==> config.mk <==
export PLATFORM = sky130hd
export DESIGN_NAME = qspi_dpram_fifo_ctrl
export DESIGN_NICKNAME = d
export VERILOG_FILES = /design/src/rtl/qspi_dpram_fifo_ctrl.sv
export SDC_FILE = /design/constraint.sdc
export NUM_CORES = 1
export LEC_CHECK = 0
export BUFFER_PORTS_ARGS = -buffer_cell sky130_fd_sc_hd__buf_4
export CAP_MARGIN = 40
export CORE_MARGIN = 2
export CORE_UTILIZATION = 26
export CTS_BUF_LIST = sky130_fd_sc_hd__clkbuf_2
export CTS_CLUSTER_SIZE = 30
export DETAILED_ROUTE_END_ITERATION = 10
export SKIP_CTS_REPAIR_TIMING = 1
export SLEW_MARGIN = 30
export SYNTH_ARGS = -nofsm -noshare
export SYNTH_HDL_FRONTEND = slang
export SYNTH_SLANG_ARGS = --single-unit
export TNS_END_PERCENT = 5
==> constraint.sdc <==
create_clock -name clk -period 2.25 [get_ports clk]
set_input_delay 0.3375 -clock clk [delete_from_list [all_inputs] [get_ports clk]]
set_output_delay 0.3375 -clock clk [all_outputs]
set_load 0.02 [all_outputs]
==> src/rtl/qspi_dpram_fifo_ctrl.sv <==
// ---------------------------------------------------------------------------
// qspi_dpram_fifo_ctrl
//
// Single-clock FIFO controller that runs one external generic_dpram as a
// circular buffer. It sits between the bus-side register interface and the
// QSPI shift engine, and is used for both the TX and the RX data buffer.
// The RAM read port is combinational, so the head entry appears on rd_data
// in the same cycle its address is presented.
//
// Optional feature: define QSPI_FIFO_ERR_EN to add the sticky overflow and
// underflow flags and their err_clr input.
//
// Parameters
//   aw        RAM address width, DEPTH = 2**aw
//   dw        data width
//   AF_THRESH almost_full when level >= AF_THRESH
//   AE_THRESH almost_empty when level <= AE_THRESH
//
// Ports
//   clk, rst                 clock, synchronous active-high reset
//   flush                    synchronous FIFO clear, overrides push and pop
//   wr_valid/wr_ready/wr_data  producer handshake
//   rd_valid/rd_ready/rd_data  consumer handshake, rd_data = ram_rdata
//   ram_we/ram_waddr/ram_wdata RAM write port
//   ram_raddr/ram_rdata        RAM read port
//   level                    occupancy, 0..DEPTH
//   full/empty/almost_full/almost_empty  registered status flags
//   overflow/underflow/err_clr (QSPI_FIFO_ERR_EN only) sticky error flags
// ---------------------------------------------------------------------------
module qspi_dpram_fifo_ctrl #(
    parameter int aw        = 4,
    parameter int dw        = 32,
    parameter int AF_THRESH = 12,
    parameter int AE_THRESH = 4
) (
    input  logic          clk,
    input  logic          rst,
    input  logic          flush,
    input  logic          wr_valid,
    output logic          wr_ready,
    input  logic [dw-1:0] wr_data,
    output logic          rd_valid,
    input  logic          rd_ready,
    output logic [dw-1:0] rd_data,
    output logic          ram_we,
    output logic [aw-1:0] ram_waddr,
    output logic [dw-1:0] ram_wdata,
    output logic [aw-1:0] ram_raddr,
    input  logic [dw-1:0] ram_rdata,
    output logic [aw:0]   level,
    output logic          full,
    output logic          empty,
    output logic          almost_full,
`ifdef QSPI_FIFO_ERR_EN
    output logic          overflow,
    output logic          underflow,
    input  logic          err_clr,
`endif
    output logic          almost_empty
);

    localparam logic [aw:0] ONE  = (aw+1)'(1);
    localparam logic [aw:0] AF_L = (aw+1)'(AF_THRESH);
    localparam logic [aw:0] AE_L = (aw+1)'(AE_THRESH);

    typedef enum logic [1:0] {
        ST_EMPTY   = 2'd0,
        ST_PARTIAL = 2'd1,
        ST_FULL    = 2'd2
    } state_e;

    state_e      state_q, state_d;
    logic [aw:0] wr_ptr_q, wr_ptr_d;
    logic [aw:0] rd_ptr_q, rd_ptr_d;
    logic [aw:0] level_q, level_d;
    logic        push, pop;
    logic        ptr_full_d, ptr_empty_d;

    // Handshake and RAM port decode; ready/valid come only from registered state.
    assign wr_ready  = (state_q != ST_FULL);
    assign rd_valid  = (state_q != ST_EMPTY);
    assign push      = wr_valid & wr_ready & ~flush;
    assign pop       = rd_valid & rd_ready & ~flush;

    assign ram_we    = push;
    assign ram_waddr = wr_ptr_q[aw-1:0];
    assign ram_wdata = wr_data;
    assign ram_raddr = rd_ptr_q[aw-1:0];
    assign rd_data   = ram_rdata;

    // Pointer and level update.
    always_comb begin
        // NOTE: every output of a combinational block gets a default first, so no path can infer a latch.
        wr_ptr_d = wr_ptr_q;
        rd_ptr_d = rd_ptr_q;
        level_d  = level_q;
        if (flush) begin
            wr_ptr_d = '0;
            rd_ptr_d = '0;
            level_d  = '0;
        end else begin
            if (push) wr_ptr_d = wr_ptr_q + ONE;
            if (pop)  rd_ptr_d = rd_ptr_q + ONE;
            unique case ({push, pop})
                2'b10:   level_d = level_q + ONE;
                2'b01:   level_d = level_q - ONE;
                default: level_d = level_q;
            endcase
        end
    end

    // Full when the wrap bits differ but the addresses match; empty when equal.
    assign ptr_empty_d = (wr_ptr_d == rd_ptr_d);
    assign ptr_full_d  = (wr_ptr_d[aw] != rd_ptr_d[aw]) &&
                         (wr_ptr_d[aw-1:0] == rd_ptr_d[aw-1:0]);

    // Next-state logic.
    always_comb begin
        state_d = state_q;
        if (flush) begin
            state_d = ST_EMPTY;
        end else begin
            unique case (state_q)
                ST_EMPTY:   if (push) state_d = ST_PARTIAL;
                ST_PARTIAL: begin
                    if (ptr_full_d)       state_d = ST_FULL;
                    else if (ptr_empty_d) state_d = ST_EMPTY;
                end
                ST_FULL:    if (pop) state_d = ST_PARTIAL;
                default:    state_d = ST_EMPTY;
            endcase
        end
    end

    always_ff @(posedge clk) begin
        // NOTE: state registers use non-blocking assignment so all flops update together on the edge.
        if (rst) begin
            state_q  <= ST_EMPTY;
            wr_ptr_q <= '0;
            rd_ptr_q <= '0;
            level_q  <= '0;
        end else begin
            state_q  <= state_d;
            wr_ptr_q <= wr_ptr_d;
            rd_ptr_q <= rd_ptr_d;
            level_q  <= level_d;
        end
    end

    assign level        = level_q;
    assign full         = (state_q == ST_FULL);
    assign empty        = (state_q == ST_EMPTY);
    assign almost_full  = (level_q >= AF_L);
    assign almost_empty = (level_q <= AE_L);

`ifdef QSPI_FIFO_ERR_EN
    logic overflow_q, underflow_q;

    // Sticky error flags; err_clr beats a same-cycle set, flush leaves them alone.
    always_ff @(posedge clk) begin
        if (rst || err_clr) begin
            overflow_q  <= 1'b0;
            underflow_q <= 1'b0;
        end else begin
            if (wr_valid && (state_q == ST_FULL))  overflow_q  <= 1'b1;
            if (rd_ready && (state_q == ST_EMPTY)) underflow_q <= 1'b1;
        end
    end

    assign overflow  = overflow_q;
    assign underflow = underflow_q;
`endif

endmodule

==> run metrics <==
status complete, no violations; DRT iter0 DRCs 31; global placement routability congestion 0.758; synth cell count leaders buf_4, dfxtp_1, nor2_1; core area 5960 µm²; I/O Pins 153; Clock Skew 0.0230 ns; Synth Warn # 0; Die Wd 82.7 µm; startpoint types flop; synthesized area per cell 8.14 µm²; CP peak stage delay 0.41 ns; H-tree Lvls 1; Synth Flop Type dfxtp_1; top cells by area, synth buf_4, dfxtp_1, ha_1; Slew @ Worst Pin 0.435 ns; antenna violations before repair 0; Port Buf Inserts 24; Post-Syn Nets 274; remaining antenna violation count after routing 0; via density per instance 4.38; top-count cell post-synth buf_4; final setup vio count 0; routed wire length 2920 µm; Reg area 348 µm²; number of global-route vias before repair 944; WL/cell 12.5 µm; area leader, netlist buf_4; gr ovfl total 0; Initial Util 27.1%; Clock Latency Late Sink 0.32 ns; Clock transition at path regs 0.21 ns; Clock Sinks 17; # nets final 236; leakage 0.626 nW; Cell Chain, Critical Path nand2b_4 -> nand2_4 -> nor2_4 -> inv_2 -> ha_4 -> inv_2 -> fa_2 -> nor2b_4 -> o21ai_2 -> and3_4 -> or4_4 -> a21oi_2; HP Class in -> reg; peak supply drop 0.204 mV; Util after Layout 25.1%; CP Capture Type flop; Die Y-Extent 82.7 µm; # DRC 0; Filler Cell Count 657; Num CTS Buffers 3; Crit path required time 2.50 ns; largest net degree at the start of global routing 20; Mapped Area 1610 µm²; FP Rows 28; Slew Viols, Final 0; layout cell share with drive strength beyond 1 39.6%; CP max-delay cell or4_4; first-pass GRT wire length 4420 µm; crit path time final 2.24 ns; family with the most delay on the worst path simple AND/OR/NAND/NOR gates; final hold violation count 0; Max-slew headroom 70.7%; DPL Wire Length 2140 µm; maximum clock path buffer count 2; area of the multi-input gates 736 µm²; Post-synth EDFFs 0; most used cell, CP inv_2; crit path DAT 2.49 ns; Total GRT Usage 8.54%; post-synthesis cell count 198; Yosys reg bits 17; crit share post-route 99.8%; DIE AREA 6840 µm²; count of cell types in the netlist 41; kind of critical path reg -> reg; Worst Path Buf+Inv 2; largest fanout on the critical path 5; Synth-to-Final Area Change -7.30%; Async S/R FF share, synth 0%; clock root cell clkbuf_2; n_diodes 0; CTS tree yes; setup TNS 0 ns; top-area cell type share of the netlist area 33.5%; sequential-to-total area share from yosys stat 21.1%; Via Count 1026; pwr dens 367 nW/µm²; First-pass DRT Iterations 4; RSZ-0062 raised after global routing true; max cap viols 0; f_max 446 MHz
cell type report:
cell class                      instances  area share, %
Multi-Input combinational cell         93           49.2
Sequential cell                        17           23.3
Timing Repair Buffer                   34           17.1
Tap cell                               75           6.28
Inverter                               11           2.76
Clock buffer                            3           1.01
Clock inverter                          1          0.335
sequential cells by signal, indices dropped and copies added, names as in the netlist:
| register | flops |
|---|---|
| rd_ptr_q | 5 |
| level | 5 |
| wr_ptr_q | 5 |
| state_q | 2 |
worst register-to-register path: cells and delay by family, from the launching register on:
family	cells	cell delay [ns]
buffers and inverters	2	0.11
adder cells (fa/ha/maj)	2	0.53
AND/OR/NAND/NOR	6	0.97
flip-flops	1	0.40
AO/OA/AOI/OAI	2	0.20
placed cells by master, fill, tap and decap left out, drive strengths merged, types with 3 or more instances in the layout:
cell type,synthesis,layout
clkbuf,2,3
nor2,16,16
a21oi,9,9
mux2i,3,3
buf,75,34
xnor2,4,4
o211ai,3,3
ha,6,6
inv,11,11
dfxtp,17,17
nand3,3,3
xor2,4,4
o21ai,4,4
nor3,5,5
a21o,4,4
nand2,3,3
and3,4,4
logic make-up after synthesis:
| kind of cell | after synthesis | share of synthesized area [%] |
|---|---|---|
| AOI/OAI and AO/OA | 33 | 14.4 |
| xor gates and xnor gates | 9 | 5.74 |
| adders and majority gates | 7 | 5.90 |
| buffers and inverters | 88 | 37.8 |
| DFF | 17 | 21.1 |
| muxes | 3 | 1.86 |
| and+or+nand+nor | 41 | 13.2 |
routing by layer:
metal	up-vias	routed length (µm)	track usage (%)
li1	512	-	-
met1	474	1320	10.2
met2	32	1350	13.5
met3	8	219	4.02
met4	0	26	2.62
met5	-	0	0
per-stage QoR:
step	worst slack, ns	instances	hold slack [ns]	total power [W]	area, µm²
after floorplan	-0.0132	198	0.492	0.000533	1680
after global placement	0.0128	227	0.514	0.000398	1430
after detailed placement	-0.0362	227	0.519	0.000399	1430
after CTS	-0.0513	231	0.375	0.000556	1450
after global routing	-0.0835	234	0.385	0.000586	1490
final	0.00539	234	0.397	0.000548	1490
power by group:
| part | switching (W) | total [W] | leakage, nW | internal [W] |
|---|---|---|---|---|
| clock network | 0.000111 | 0.000152 | 0.0164 | 0.0000403 |
| registers | 0.00000432 | 0.000308 | 0.139 | 0.000304 |
| logic | 0.0000449 | 0.0000882 | 0.471 | 0.0000433 |
final timing paths:
path / from / to / slack, ns / depth (start not counted)
worst min-delay path: wr_valid / wr_ptr_q[1] / 0.40 / 3
worst min register to register: level[4] / level[4] / 0.56 / 2
worst max-delay path: state_q[0] / level[4] / 0.005 / 12
worst max register to register: state_q[0] / level[4] / 0.005 / 12
Note: power is estimated with default switching activity, not from simulation.
